--- src/rtl/riscv_pkg.sv ---
// Shared types and constants for the fetch slice: XLEN, NOP encoding,
// fetch FSM state encoding and base opcode values.
package riscv_pkg;

   localparam int XLEN = 64;

   localparam logic [31:0] NOP = 32'h00000013;

   typedef enum logic [1:0] {
      IDLE = 2'd0,
      REQ  = 2'd1,
      HOLD = 2'd2,
      HALT = 2'd3
   } fetch_state_t;

   localparam logic [6:0] OP_R      = 7'b0110011;
   localparam logic [6:0] OP_LOAD   = 7'b0000011;
   localparam logic [6:0] OP_STORE  = 7'b0100011;
   localparam logic [6:0] OP_IMM    = 7'b0010011;
   localparam logic [6:0] OP_BRANCH = 7'b1100011;

endpackage

--- src/rtl/branch_imm_gen.sv ---
// B-type immediate extractor, sign-extended to XLEN; purely combinational,
// no flow control.
module branch_imm_gen
   import riscv_pkg::*;
(
   input  logic [31:0]     instr,
   output logic [XLEN-1:0] imm
);

   logic [12:0] imm13;
   logic        unused_bits;

   assign imm13 = {instr[31], instr[7], instr[30:25], instr[11:8], 1'b0};
   assign imm   = {{(XLEN-13){imm13[12]}}, imm13};

   // opcode, register and funct3 fields play no part in the offset
   assign unused_bits = ^{instr[24:12], instr[6:0]};

endmodule

--- src/rtl/fetch_unit.sv ---
// Single-outstanding instruction fetch: ack in cycle N -> instr_valid in N+1; holds
// instr until instr_ready, then fetches pc+4 or the taken-branch target. FETCH_TIMEOUT_EN adds a REQ timeout to HALT.
module fetch_unit
   import riscv_pkg::*;
(
   input  logic            clk,
   input  logic            rst,
   output logic            imem_req,
   output logic [XLEN-1:0] imem_addr,
   input  logic            imem_ack,
   input  logic [31:0]     imem_rdata,
   output logic [31:0]     instr,
   output logic            instr_valid,
   input  logic            instr_ready,
   input  logic            branch,
   input  logic            zero,
   output logic [XLEN-1:0] pc,
   output logic            fetch_err
);

   fetch_state_t    state, state_nxt;
   logic [XLEN-1:0] pc_q, pc_nxt, pc_tgt, bimm;
   logic [31:0]     instr_q, instr_nxt;
   logic            tmo_hit;

   branch_imm_gen u_bimm (
      .instr (instr_q),
      .imm   (bimm)
   );

   // branch/zero only matter on the retiring edge of HOLD
   assign pc_tgt = pc_q + ((branch && zero) ? bimm : XLEN'(4));

`ifdef FETCH_TIMEOUT_EN
   logic [7:0] tmo_cnt;

   assign tmo_hit = (tmo_cnt == 8'hFF);

   always_ff @(posedge clk) begin
      if (rst)
         tmo_cnt <= 8'd0;
      else if (state == REQ && !imem_ack)
         tmo_cnt <= tmo_cnt + 8'd1;
      else
         tmo_cnt <= 8'd0;
   end
`else
   assign tmo_hit = 1'b0;
`endif

   always_comb begin
      state_nxt = state;
      pc_nxt    = pc_q;
      instr_nxt = instr_q;
      case (state)
         IDLE: state_nxt = REQ;
         REQ: begin
            if (imem_ack) begin
               instr_nxt = imem_rdata;
               state_nxt = HOLD;
            end else if (tmo_hit) begin
               state_nxt = HALT;
            end
         end
         HOLD: begin
            if (instr_ready) begin
               // a misaligned target halts with pc left on the offending branch
               if (pc_tgt[1:0] != 2'b00) begin
                  state_nxt = HALT;
               end else begin
                  pc_nxt    = pc_tgt;
                  state_nxt = REQ;
               end
            end
         end
         HALT:    state_nxt = HALT;
         default: state_nxt = IDLE;
      endcase
   end

   always_ff @(posedge clk) begin
      if (rst) begin
         state   <= IDLE;
         pc_q    <= '0;
         instr_q <= NOP;
      end else begin
         state   <= state_nxt;
         pc_q    <= pc_nxt;
         instr_q <= instr_nxt;
      end
   end

   assign imem_req    = (state == REQ);
   assign imem_addr   = pc_q;
   assign pc          = pc_q;
   assign instr       = instr_q;
   assign instr_valid = (state == HOLD);
   assign fetch_err   = (state == HALT);

endmodule

--- config.mk ---
export PLATFORM = sky130hd
export DESIGN_NAME = fetch_unit
export DESIGN_NICKNAME = d
export VERILOG_FILES = /design/src/rtl/riscv_pkg.sv /design/src/rtl/branch_imm_gen.sv /design/src/rtl/fetch_unit.sv
export SDC_FILE = /design/constraint.sdc
export NUM_CORES = 1
export LEC_CHECK = 0
export CORE_MARGIN = 8
export CORE_UTILIZATION = 45
export DETAILED_ROUTE_END_ITERATION = 8
export MAX_ROUTING_LAYER = met4
export PLACE_DENSITY = 0.86
export SLEW_MARGIN = 10
export SYNTH_ARGS = -nofsm -noshare
export SYNTH_HDL_FRONTEND = slang
export SYNTH_SLANG_ARGS = --single-unit
--- constraint.sdc ---
create_clock -name clk -period 8.35 [get_ports clk]
set_input_delay 1.67 -clock clk [delete_from_list [all_inputs] [get_ports clk]]
set_output_delay 1.67 -clock clk [all_outputs]
set_load 0.02 [all_outputs]
==> reports/qor.yml, run 1 <==
yosys:
  ys_async_sr_fraction: 0
  syn_area_um2: 7575
  yosys_warnings: 0
  yosysTopAreaCellShare: 0.2564
  synth.distinct_cells: 78
  synth_edf_count: 0
  synth-seq-cells: 97
  yosys-top-cells-area: "dfxtp_1 (26%), nand2_1 (7.7%), buf_4 (6.4%)"
  ys.flop_type: "dfxtp_1"
  yosysTopAreaCell: "dfxtp_1"
  avgSynthCellArea_um2: 6.956
  ys_seq_area_frac: 0.2564
  syn_inst: 1089
clocking:
  cts_buffer_depth: 2
  cts_tree: "done"
  htreeDepth: 3
  cts_hold_buf: 0
  root_buffer: "clkbuf_16"
  cts_resized: 0
  clock-sinks: 97
  cts.clk_slew.worst_paths_ns: 0.07
  postCtsSetupBuffers: 0
  clk_latency_ns: 0.35
  cts_inserted_buffers: 9
cells_and_area:
  fin_cells: 1379
  syn2layout_area_growth_pct: 23.49
  fin_nets: 1204
  drive_above_1_share: 0.03451
  antennaDiodeCount: 0
  final_core_util: 0.5661
worst_setup_path:
  max_stage_delay_ns: 0.69
  worstPathArrival_ns: 5.50
  worstSetupStartpoint: "branch"
  path_buf_inv: 1
  critical_path_required_ns: 8.59
  end_kind: "flop"
  crit_slowest_cell: "clkdlybuf4s50_1"
  cpLargestDelayFamily: "compound AO/OA/AOI/OAI gates"
  crit_fanout: 13
  rr_endpoint: "imem_addr[59]"
  start_kind: "input pin"
  cp_common_cell: "nor2_1"
  endpoint: "imem_addr[56]"
  r2r-start: "instr[8]"
  r2r_slack_ns: 4.79
  r2r_cells: 13
  cp_num_cells: 13
  path_cells: "clkdlybuf4s50_1 > nand2_1 > or2_2 > ha_1 > a211oi_1 > nor2_1 > o41a_1 > a21oi_2 > nor2_1 > o311a_1 > o211ai_1 > mux2i_1 > mux2_1"
  crit_type: "input pin to flop"
route:
  wl_per_cell_um: 18.79
  vias: 8361
  drt-initial-drc-count: 933
  ant_nets: 0
  drc: 0
  first_pass_iters: 5
  viasPerCell: 6.063
  drt_wl_total_um: 25910
sta:
  fmax_mhz: 190.3
  setup_viol: 0
  fin_tns_setup_ns: 0
  finalMaxSlewViolations: 0
  max_slew_margin: 0.3112
  skew_ns: 0.006244
  tightestPinTransition_ns: 1.024
  rsz0062_at_grt: "false"
  layout_setup_ws_ns: 3.094
  whs_ns: 0.4521
  period_minus_slack_ns: 5.256
  period_share: 0.6295
  hold_viol: 0
power_and_ir_drop:
  p_sw_frac: 0.2603
  pwr-share-clk: 0.421
  ir_worst_vdd_mv: 0.09422
  pwr-share-comb: 0.108
  internal_power_w: 0.0007550
  p_per_area_nw_per_um2: 109.1
  leakage_nw: 3.373
  seqPwrFrac: 0.470
  p_switching_w: 0.0002657
placement:
  hpwl_um: 19120
  dpl.cell_count: 1363
  post-place-ws_ns: 2.750
  finalWeightedCongestion: 0.9695
  port_buffers: 198
global_routing:
  grt_antenna_before_repair: 0
  grt_max_degree: 65
  grt.total_usage: 0.2444
  grt_pass1_wl_um: 41470
  grt_overflow_total: 0
  grt_pass1_vias: 7900
hold_path:
  hold_start: "instr[3]"
  whs_path_depth: 2
  hp-class: "flop to flop"
floorplanning:
  core_um2: 16520
  die_w_um: 145.7
  ioPinCount: 201
  initial_core_util: 0.4584
  dieArea_um2: 21240
  die_y_um: 145.7
  rows: 47
flow_run:
  max-cap-violations: 0
run_status:
  status: "finished, final reports clean"
==> routing by layer <==
metal,part of all wire,vias up,track usage
met5,0,-,-
met3,0.10,70,0.06001
met4,0.030,0,0.09630
met2,0.44,506,0.3705
li1,-,3932,-
met1,0.43,3853,0.3069
==> area by class of cell <==
class	instances	area [um^2]
Clock buffer	11	232.7
Sequential cell	97	1942
Timing Repair Buffer	204	2024
Multi-Input combinational cell	826	4758
Fill cell	1538	7171
Clock inverter	5	61.31
Tap cell	220	275.3
Inverter	16	60.06
==> metrics by stage <==
step           area [um^2]  power [W]
6_report              9354   0.001021
5_1_grt               9354   0.001059
4_1_cts               9349   0.001029
3_5_place_dp          9055  0.0006007
3_3_place_gp          9055  0.0005991
2_1_floorplan         7579  0.0005488
==> flip-flops by register name, summed over array words and instances, names as in the netlist <==
register and flops:
imem_addr 63, state 2, instr 32
==> worst reg2reg max path: cells and delay by family (launching register included) <==
| kind | cells | cell delay, ns |
|---|---|---|
| AOI/OAI and AO/OA | 4 | 1.25 |
| xor gates and xnor gates | 1 | 0.16 |
| adders and majority gates | 2 | 0.56 |
| buffers and inverters | 1 | 0.07 |
| DFF | 1 | 0.42 |
| muxes | 1 | 0.27 |
| and+or+nand+nor | 4 | 0.71 |
==> cells in the final DEF (no fill, tap or decap), types with 4 or more instances in the layout <==
cell / n
inv_1: 16
nor4_1: 26
nand2_1: 156
nor2_1: 129
dfxtp_1: 97
and4_1: 9
mux2i_1: 22
nor2b_1: 12
nand2b_1: 4
o22ai_1: 7
or2_2: 6
a21oi_1: 82
mux2_1: 6
nor3b_1: 5
xnor2_1: 22
xor2_1: 17
o21ai_1: 21
and3_1: 28
buf_4: 7
o211ai_1: 4
ha_1: 11
nor3_1: 31
a31oi_1: 13
clkdlybuf4s50_1: 197
a21o_1: 7
nand4_1: 25
or3_1: 19
o21ai_0: 18
and2_1: 7
or4_1: 10
a211oi_1: 10
a32oi_1: 6
nand3_1: 45
clkbuf_16: 9
==> power by group through the flow <==
stage               registers [W]  logic (W)  clock network, W
floorplan                0.000499  0.0000502                 0
global placement         0.000490   0.000109                 0
detailed placement       0.000491   0.000110                 0
CTS                      0.000480   0.000111          0.000438
global route             0.000481   0.000121          0.000457
finish                   0.000480   0.000111          0.000430
==> synth_stat cells (all sizes together) (12+ instances only) <==
| cell | number |
|---|---|
| xor2 | 17 |
| nand2 | 157 |
| mux2i | 22 |
| nor2 | 131 |
| nor2b | 12 |
| inv | 16 |
| and3 | 29 |
| a31oi | 13 |
| clkbuf | 68 |
| o21ai | 41 |
| a21oi | 83 |
| dfxtp | 97 |
| nor3 | 31 |
| nand3 | 46 |
| nand4 | 25 |
| xnor2 | 22 |
| buf | 83 |
| or3 | 19 |
| nor4 | 28 |
==> cells by family (layout without fill, tap and decap cells) <==
group,count (synthesis),in the layout,share of synthesized area
other,1,2,0.0004951
and+or+nand+nor,532,532,0.3446
muxes,28,28,0.03799
DFF,97,97,0.2564
xor gates and xnor gates,39,39,0.04509
adders and majority gates,12,12,0.02081
AOI/OAI and AO/OA,213,213,0.1769
buffers and inverters,167,236,0.1178
==> how the worst min path moves through the flow <==
| stage | endpoint | slack (ns) |
|---|---|---|
| 3_5_place_dp | instr[3] | 0.45 |
| 3_3_place_gp | instr[5] | 0.44 |
| 6_report | instr[3] | 0.45 |
| 4_1_cts | instr[3] | 0.46 |
| 5_1_grt | instr[3] | 0.47 |
| 2_1_floorplan | state[1] | 0.49 |
No activity file was read; power rests on OpenSTA's default activity.
==> run 2, diff against run 1 <==
--- a/config.mk
+++ b/config.mk
@@ -9,7 +9,7 @@
 export CORE_UTILIZATION = 45
 export DETAILED_ROUTE_END_ITERATION = 8
 export MAX_ROUTING_LAYER = met4
-export PLACE_DENSITY = 0.86
+export PLACE_DENSITY = 0.89
 export SLEW_MARGIN = 10
 export SYNTH_ARGS = -nofsm -noshare
 export SYNTH_HDL_FRONTEND = slang
==> constraint.sdc (replaced) <==
create_clock -name clk -period 4.5 [get_ports clk]
set_input_delay 0.9 -clock clk [delete_from_list [all_inputs] [get_ports clk]]
set_output_delay 0.9 -clock clk [all_outputs]
set_load 0.02 [all_outputs]
==> run 2 against run 1 <==
Clock-buffer cell count down 2. Sequential power up 86%. Routed wire length down 0.47%. Total power up 85%. Hold slack better by 0.0049 ns.
==> reports/qor.yml, run 2 (synthesis results as in run 1) <==
run_status:
  status: "finished, final reports clean"
clocking:
  htreeDepth: 3  # unchanged
  root_buffer: "clkbuf_16"
  cts_buffer_depth: 2  # unchanged
  clk_latency_ns: 0.36  # about the same
  cts_hold_buf: 0  # unchanged
  cts_inserted_buffers: 9  # unchanged
  cts_resized: 0  # unchanged
  clock-sinks: 97  # unchanged
  cts_tree: "done"
  cts.clk_slew.worst_paths_ns: 0.08  # about the same
  postCtsSetupBuffers: 0  # unchanged
route:
  ant_nets: 0  # unchanged
  drc: 0  # unchanged
  drt_wl_total_um: 25790  # -0.47%
  drt-initial-drc-count: 1050  # +13%
  first_pass_iters: 6  # +1
  viasPerCell: 5.971  # -1.5%
  wl_per_cell_um: 18.36  # -2.3%
  vias: 8389  # +0.33%
power_and_ir_drop:
  internal_power_w: 0.001361  # +80%
  p_per_area_nw_per_um2: 197.3  # +81%
  leakage_nw: 3.509  # +4.0%
  p_sw_frac: 0.2790  # +0.01873
  seqPwrFrac: 0.472  # +0.002
  p_switching_w: 0.0005268  # +98%
  pwr-share-clk: 0.417  # -0.004
  pwr-share-comb: 0.111  # +0.003
  ir_worst_vdd_mv: 0.1646  # +75%
floorplanning:
  die_w_um: 145.7  # unchanged
  ioPinCount: 201  # unchanged
  core_um2: 16520  # unchanged
  initial_core_util: 0.4584  # unchanged
  die_y_um: 145.7  # unchanged
  rows: 47  # unchanged
  dieArea_um2: 21240  # unchanged
cells_and_area:
  syn2layout_area_growth_pct: 26.30
  final_common_cell: "clkdlybuf4s50_1"
  final_core_util: 0.5789  # +0.01287
  antennaDiodeCount: 0  # unchanged
  final_cell_mix: "clkdlybuf4s50_1 (197), nand2_1 (156), nor2_1 (129)"
  largest_reg_flops: 63  # unchanged
  fin_nets: 1230  # +2.2%
  drive_above_1_share: 0.05738  # +0.02287
  fin_cells: 1405  # +1.9%
worst_setup_path:
  end_kind: "flop"
  start_kind: "input pin"
  cpLargestDelayFamily: "compound AO/OA/AOI/OAI gates"
  crit_slowest_cell: "clkdlybuf4s50_1"
  max_stage_delay_ns: 0.55  # -0.14 ns
  worstPathArrival_ns: 4.37  # -1.13 ns
  cp_common_cell: "nand2_1"
  path_cells: "clkdlybuf4s50_1 > nand2_1 > or2_2 > ha_1 > a211oi_1 > nor2_1 > o41ai_1 > nor3_1 > o21ai_2 > o31ai_2 > nand2_1 > o32ai_1 > mux2_1"
  crit_type: "input pin to flop"
  crit_fanout: 7  # -6
  critical_path_required_ns: 4.75  # -3.84 ns
  path_buf_inv: 1  # unchanged
sta:
  hold_viol: 0  # unchanged
  setup_viol: 0  # unchanged
  layout_setup_ws_ns: 0.3859  # -2.708 ns
  tightestPinTransition_ns: 0.8132  # -0.2105 ns
  skew_ns: 0.007530  # +0.001286 ns
  finalMaxSlewViolations: 0  # unchanged
  period_share: 0.9142
  rsz0062_at_grt: "false"
  period_minus_slack_ns: 4.114
  max_slew_margin: 0.4528  # +0.1416
  fin_tns_setup_ns: 0  # unchanged
  fmax_mhz: 243.1
hold_path:
  hp-class: "flop to flop"
global_routing:
  grt_pass1_wl_um: 41590  # +0.30%
  grt_max_degree: 57  # -12%
  grt_antenna_before_repair: 0  # unchanged
  grt.total_usage: 0.2425  # -0.001894
  grt_overflow_total: 0  # unchanged
  grt_pass1_vias: 8250  # +4.4%
placement:
  dpl.cell_count: 1389  # +1.9%
  port_buffers: 198  # unchanged
  hpwl_um: 19440  # +1.7%
  finalWeightedCongestion: 0.9765  # +0.72%
  post-place-ws_ns: 0.05344  # -2.696 ns
flow_run:
  max-cap-violations: 0  # unchanged
run 2: cell types whose count changed in the layout (fill, tap and decap cells not counted), sizes merged:
cell | before | now
clkinv | 1 | 0
bufinv | 1 | 0
clkbuf | 11 | 9
buf | 7 | 33
inv | 19 | 23
run 2: worst paths after layout:
path | depth (start not counted) | slack (ns) | from | endpoint
max | 13 | 0.39 | branch | imem_addr[58]
min | 2 | 0.46 | instr[12] | instr[12]
max reg2reg | 11 | 1.15 | instr[9] | imem_addr[58]
min reg2reg | 2 | 0.46 | instr[12] | instr[12]
run 2: cell type report:
| cell class | count | area, um^2 |
|---|---|---|
| multi-input cells | 826 | 4753 |
| fillers | 1508 | 6958 |
| clock inverters | 7 | 66.31 |
| inverters | 16 | 60.06 |
| clock buffers | 9 | 225.2 |
| repair buffers | 230 | 2245 |
| well taps | 220 | 275.3 |
| flip-flops and latches | 97 | 1942 |
run 2: worst min-delay path, delay by kind of cell, from the launching register on:
family          cells  cell delay [ns]
flops               1             0.31
compound gates      1             0.05
simple gates        1             0.05
run 2: power by group through the flow:
stage	clock network (W)	logic, W	registers, W
final	0.000787	0.000210	0.000891
after global routing	0.000840	0.000228	0.000893
after CTS	0.000806	0.000210	0.000891
after detailed placement	0	0.000208	0.000911
after global placement	0	0.000206	0.000910
after floorplan	0	0.0000932	0.000925
run 2: routing by layer:
layer	part of all wire	GRT usage
met5	0	-
met4	0.024	0.1015
met3	0.11	0.06095
met2	0.45	0.3765
met1	0.41	0.2945
run 2: stage by stage:
step / power [W] / instance area, um^2 / hold slack, ns
floorplan: 0.001018 / 7579 / 0.4899
global placement: 0.001115 / 9275 / 0.4402
detailed placement: 0.001119 / 9275 / 0.4485
CTS: 0.001906 / 9567 / 0.4596
global route: 0.001961 / 9567 / 0.4786
finish: 0.001888 / 9567 / 0.4570
